$ cat src/rtl/core_wb_reg_writer.sv
// Writeback driver for the register file's single write port. Single-cycle ALU
// results and buffered long-latency (load/div) results share one write per
// cycle. A 32-entry pending scoreboard tells ID which registers still await a
// long-latency write.
module core_wb_reg_writer #(
    parameter int unsigned FIFO_DEPTH = 2
) (
    input  logic                          clk,
    input  logic                          rst_n,
    input  logic                          alu_valid,
    output logic                          alu_ready,
    input  logic [4:0]                    alu_addr,
    input  logic [31:0]                   alu_data,
    input  logic                          lsu_valid,
    output logic                          lsu_ready,
    input  logic [4:0]                    lsu_addr,
    input  logic [31:0]                   lsu_data,
    input  logic                          issue_en,
    input  logic [4:0]                    issue_addr,
    input  logic [4:0]                    chk_0_addr,
    output logic                          chk_0_busy,
    input  logic [4:0]                    chk_1_addr,
    output logic                          chk_1_busy,
    output logic [4:0]                    write_addr,
    output logic [31:0]                   write_data,
    output logic                          write_en,
    output logic [$clog2(FIFO_DEPTH):0]   fifo_count
);

    localparam int unsigned PtrW = $clog2(FIFO_DEPTH);
    localparam int unsigned CntW = $clog2(FIFO_DEPTH) + 1;

    typedef struct packed {
        logic [4:0]  addr;
        logic [31:0] data;
    } entry_t;

    entry_t            mem_q [FIFO_DEPTH];
    entry_t            mem_d [FIFO_DEPTH];
    logic [PtrW-1:0]   wr_ptr_q, wr_ptr_d;
    logic [PtrW-1:0]   rd_ptr_q, rd_ptr_d;
    logic [CntW-1:0]   count_q, count_d;
    logic [31:0]       pending_q, pending_d;
    logic              write_en_q, write_en_d;
    logic [4:0]        write_addr_q, write_addr_d;
    logic [31:0]       write_data_q, write_data_d;

    logic              fifo_full;
    logic              fifo_empty;
    logic              push;
    logic              sel_pop;
    logic              sel_alu;
    entry_t            head;
    logic [4:0]        sel_addr;
    logic [31:0]       sel_data;

    assign fifo_full  = (count_q == CntW'(FIFO_DEPTH));
    assign fifo_empty = (count_q == '0);
    assign alu_ready  = !fifo_full;
    assign lsu_ready  = !fifo_full;
    assign head       = mem_q[rd_ptr_q];

    // Push is refused while full, so a push never meets a forced full-FIFO pop.
    assign push    = lsu_valid && !fifo_full;
    assign sel_alu = !fifo_full && alu_valid;
    assign sel_pop = fifo_full || (!alu_valid && !fifo_empty);

    assign sel_addr = sel_pop ? head.addr : alu_addr;
    assign sel_data = sel_pop ? head.data : alu_data;

    assign chk_0_busy = pending_q[chk_0_addr];
    assign chk_1_busy = pending_q[chk_1_addr];

    assign write_en   = write_en_q;
    assign write_addr = write_addr_q;
    assign write_data = write_data_q;
    assign fifo_count = count_q;

    // FIFO next state: tail write on push, head advance on pop.
    always_comb begin
        mem_d    = mem_q;
        wr_ptr_d = wr_ptr_q;
        rd_ptr_d = rd_ptr_q;
        count_d  = count_q;
        if (push) begin
            mem_d[wr_ptr_q] = '{addr: lsu_addr, data: lsu_data};
            wr_ptr_d        = wr_ptr_q + PtrW'(1);
        end
        if (sel_pop) begin
            rd_ptr_d = rd_ptr_q + PtrW'(1);
        end
        unique case ({push, sel_pop})
            2'b10:   count_d = count_q + CntW'(1);
            2'b01:   count_d = count_q - CntW'(1);
            default: count_d = count_q;
        endcase
    end

    // Write-port next state: register 0 items are consumed without a write.
    always_comb begin
        write_en_d   = (sel_pop || sel_alu) && (sel_addr != 5'd0);
        write_addr_d = write_addr_q;
        write_data_d = write_data_q;
        if (write_en_d) begin
            write_addr_d = sel_addr;
            write_data_d = sel_data;
        end
    end

    // Scoreboard next state: a pop clears its register, an issue sets (set wins).
    always_comb begin
        pending_d = pending_q;
        if (sel_pop) begin
            pending_d[head.addr] = 1'b0;
        end
        if (issue_en && (issue_addr != 5'd0)) begin
            pending_d[issue_addr] = 1'b1;
        end
        pending_d[0] = 1'b0;
    end

    // Control state with synchronous active-low reset.
    always_ff @(posedge clk) begin
        if (!rst_n) begin
            wr_ptr_q     <= '0;
            rd_ptr_q     <= '0;
            count_q      <= '0;
            pending_q    <= '0;
            write_en_q   <= 1'b0;
            write_addr_q <= '0;
            write_data_q <= '0;
        end else begin
            wr_ptr_q     <= wr_ptr_d;
            rd_ptr_q     <= rd_ptr_d;
            count_q      <= count_d;
            pending_q    <= pending_d;
            write_en_q   <= write_en_d;
            write_addr_q <= write_addr_d;
            write_data_q <= write_data_d;
        end
    end

    // FIFO storage; no reset needed since the pointers gate what is valid.
    always_ff @(posedge clk) begin
        mem_q <= mem_d;
    end

endmodule

$ cat config.mk
export PLATFORM = sky130hd
export DESIGN_NAME = core_wb_reg_writer
export DESIGN_NICKNAME = d
export VERILOG_FILES = /design/src/rtl/core_wb_reg_writer.sv
export SDC_FILE = /design/constraint.sdc
export NUM_CORES = 1
export LEC_CHECK = 0
export ABC_AREA = 1
export CORE_UTILIZATION = 56
export DETAILED_ROUTE_END_ITERATION = 8
export GPL_ROUTABILITY_DRIVEN = 0
export PLACE_DENSITY_LB_ADDON = 0.12
export RECOVER_POWER = 50
export REMOVE_ABC_BUFFERS = 1
export SYNTH_ARGS = -nofsm -noshare
export SYNTH_HDL_FRONTEND = slang
export SYNTH_SLANG_ARGS = --single-unit
$ cat constraint.sdc
create_clock -name clk -period 8.55 [get_ports clk]
set_clock_uncertainty 0.05 [all_clocks]
set_input_delay 2.565 -clock clk [delete_from_list [all_inputs] [get_ports clk]]
set_output_delay 2.565 -clock clk [all_outputs]
set_load 0.005 [all_outputs]
==> qor.json <==
{
  "totalNegativeSetupSlack_ns": 0,
  "dr.first_iter.drc_count": 687,
  "setup_violations": 0,
  "cts_resized": 0,
  "synth_mux_area_frac": 0,
  "syn-instance-count": 827,
  "numCtsBuffers": 17,
  "yosysTopAreaCellShare": 0.318,
  "first_global_vias": 6073,
  "hpwl_um": 11700,
  "run_status": "finished with violations",
  "ys_ff_latch": 147,
  "yosys.area_share.xor_xnor": 0,
  "starting_utilization_of_the_core_area": 0.577,
  "crit_path_cell_trace": "clkdlybuf4s50_1 > clkinv_1 > a21oi_1 > o21ai_0 > nand3_1 > nand3_1 > a21oi_1 > clkdlybuf4s50_1",
  "r2r-end": "mem_q[39]",
  "yosysTopAreaCell": "sky130_fd_sc_hd__edfxtp_1",
  "buffer_ports.inserted": 137,
  "crit_family": "buffers and inverters",
  "timing.max_cap.violations": 1,
  "timing.reg2reg.worst_path_depth": 4,
  "netlist-cell-type-count": 28,
  "regToRegStartpoint": "fifo_count[0]",
  "drtPass1Iterations": 9,
  "clkSinkCount": 147,
  "ios": 138,
  "clock.fmax_mhz": 129,
  "worst_hold_path.num_cells": 2,
  "reg2reg_setup_slack_ns": 4.91,
  "hold_path_startpoint": "write_addr[2]",
  "rows": 40,
  "initial_antenna_violation_count": 5,
  "overflow": 0,
  "timing.final.hold_violations": 0,
  "cpMaxStageDelayCell": "sky130_fd_sc_hd__clkdlybuf4s50_1",
  "ctsLongestPathBuffers": 2,
  "critical_path.n_buffers_inverters": 3,
  "synthArstFlopShare": 0,
  "cp.required_ns": 5.94,
  "core_area_mm2": 0.0121,
  "yosys.cell_count.top_type": "sky130_fd_sc_hd__nand2_1",
  "power.density_cell_area_mw_per_mm2": 280,
  "synth-edff-count": 74,
  "synth_simple_gate_area_frac": 0.261,
  "die_w_um": 114,
  "detail_route.wirelength_um": 17600,
  "yosys-top-cells-area": "sky130_fd_sc_hd__edfxtp_1 (32%), sky130_fd_sc_hd__dfxtp_1 (21%), sky130_fd_sc_hd__nand2_1 (10%)",
  "die_h_um": 114,
  "setup.worst_path.end_class": "output pin",
  "largest_family_of_logic_cells_by_synthesized_area": "simple AND/OR/NAND/NOR gates",
  "synth.yosys.seq_area_share": 0.527,
  "min_delay_worst_type": "reg2reg",
  "grt_util_all_layers": 0.288,
  "grt_max_degree": 75,
  "violated_checks": "capacitance limit, slew limit",
  "critPathArrivalTime_ns": 5.12,
  "area_delta_synth_final_pct": 27.8,
  "synthesis_warning_total": 0,
  "yosys_most_used_dff": "sky130_fd_sc_hd__edfxtp_1",
  "crit_path_max_fanout": 17,
  "period_minus_slack_ns": 7.73,
  "tightest_slew_ns": 3.20,
  "finalWorstSetupSlack_ns": 0.815,
  "leakage_nw": 3.59,
  "grt_setup_unrepaired": "no",
  "drv_slew": 38,
  "clk-insertion-delay-late_ns": 0.42,
  "critical_path.max_stage_delay_ns": 0.80,
  "tritoncts": "done",
  "cts.root.buffer_cell": "sky130_fd_sc_hd__clkbuf_16",
  "post_route_cells_drive_above_1_share": 0.109,
  "totalPowerFinal_mw": 2.50,
  "post-cts-setup-buffers": 0,
  "final.period_utilization": 0.905,
  "clock_tree.htree_level_count": 4,
  "critical_path.startpoint_type": "input pin",
  "syn-cell-area_mm2": 0.00699,
  "holdBufCountCts": 0,
  "synth.top_cells.by_count": "sky130_fd_sc_hd__nand2_1 (195), sky130_fd_sc_hd__o21ai_0 (93), sky130_fd_sc_hd__a21oi_1 (82), sky130_fd_sc_hd__edfxtp_1 (74), sky130_fd_sc_hd__dfxtp_1 (73)",
  "ant_nets": 0,
  "synth.avg_cell_area_um2": 8.45,
  "wire_length_of_the_first_global_routing_pass_um": 28500,
  "vdd_ir_drop_max_v": 0.000190,
  "synthAdderAreaFrac": 0.00179,
  "routed_wire_length_per_instance_um": 15.6,
  "timing.hold.worst_endpoint": "write_addr[2]",
  "post-place-ws_ns": 0.882,
  "route.detailed.vias_per_inst": 5.58,
  "slew_headroom": -1.14,
  "path_class": "in2out",
  "vias": 6293,
  "finish.utilization": 0.738,
  "die_area_mm2": 0.0129,
  "postPlaceCellArea_mm2": 0.00836,
  "finish.net_count": 1036,
  "drc": 0,
  "clkSlewWorstSetupHoldPaths_ns": 0.06,
  "synth_compound_area_frac": 0.140,
  "postLayoutCellArea_mm2": 0.00893
}
## flip-flops by register name, summed over array words and instances, names as in the netlist
register,count
fifo_count,2
mem_q,74
pending_q,31
rd_ptr_q,1
wr_ptr_q,1
write_addr,5
write_data,32
write_en,1
## worst reg2reg max path, stage by stage (launching register included)
cell,delay (ns)
sky130_fd_sc_hd__dfxtp_1,0.41
sky130_fd_sc_hd__inv_2,0.10
sky130_fd_sc_hd__nand2_4,0.12
sky130_fd_sc_hd__nand2_1,0.13
sky130_fd_sc_hd__nor2_1,2.36
## kinds of logic after synthesis
logic type / Yosys count
fa+ha+maj: 1
simple gates: 379
flops: 147
buf+inv: 108
compound gates: 192
## where the power goes
group | internal (mW) | switching (mW)
clock network | 0.453 | 0.273
registers | 0.893 | 0.0578
logic | 0.346 | 0.481
## worst max path at each step
stage / from / end / slack [ns] / cells past startpoint
finish: chk_1_addr[0] / chk_1_busy / 0.82 / 8
global route: chk_0_addr[0] / chk_0_busy / 0.56 / 8
CTS: chk_0_addr[0] / chk_0_busy / 0.88 / 8
detailed placement: chk_0_addr[0] / chk_0_busy / 0.88 / 8
global placement: chk_1_addr[0] / chk_1_busy / 1.06 / 8
floorplan: chk_0_addr[0] / chk_0_busy / 2.56 / 6
## layout make-up
| cell class | count | area [um2] |
|---|---|---|
| Antenna cell | 5 | 12.5 |
| Clock buffer | 20 | 437 |
| Clock inverter | 12 | 140 |
| Fill cell | 937 | 3180 |
| Inverter | 65 | 244 |
| Multi-Input combinational cell | 572 | 2830 |
| Sequential cell | 147 | 3680 |
| Tap cell | 168 | 210 |
| Timing Repair Buffer | 138 | 1370 |
## placed cells by master, fill, tap and decap left out, types with 2 or more instances in the layout
cell type and instances:
sky130_fd_sc_hd__clkinv_1 7, sky130_fd_sc_hd__clkinvlp_4 3, sky130_fd_sc_hd__clkinv_2 4, sky130_fd_sc_hd__nand3_1 55
sky130_fd_sc_hd__diode_2 5, sky130_fd_sc_hd__nand2_1 196, sky130_fd_sc_hd__o21ai_2 2, sky130_fd_sc_hd__o21ai_0 93
sky130_fd_sc_hd__inv_1 57, sky130_fd_sc_hd__nand2_2 2, sky130_fd_sc_hd__o21ai_1 10, sky130_fd_sc_hd__bufinv_16 3
sky130_fd_sc_hd__nor3_1 10, sky130_fd_sc_hd__o211ai_1 4, sky130_fd_sc_hd__inv_2 3, sky130_fd_sc_hd__nor2_4 3
sky130_fd_sc_hd__clkbuf_16 17, sky130_fd_sc_hd__clkdlybuf4s50_1 57, sky130_fd_sc_hd__a21oi_1 82, sky130_fd_sc_hd__nor2_1 47
sky130_fd_sc_hd__dfxtp_1 73, sky130_fd_sc_hd__nand3_2 30, sky130_fd_sc_hd__or2_2 32, sky130_fd_sc_hd__dlygate4sd3_1 79
sky130_fd_sc_hd__nand3_4 2, sky130_fd_sc_hd__edfxtp_1 74, sky130_fd_sc_hd__clkbuf_1 3
## per-layer routing
layer,wire length [um],part of all wire,track usage,up-vias
met1,6610,0.38,0.328,2936
met3,1510,0.086,0.0930,50
met4,467,0.027,0.126,0
met2,8980,0.51,0.495,295
li1,-,-,-,3012
met5,0,0,0,-
## metrics by stage
step | hold slack, ns | instances
after floorplan | 0.400 | 784
after global placement | 0.400 | 1090
after detailed placement | 0.407 | 1090
after CTS | 0.415 | 1122
after global routing | 0.446 | 1127
final | 0.414 | 1127
(Power assumes the default switching activity.)
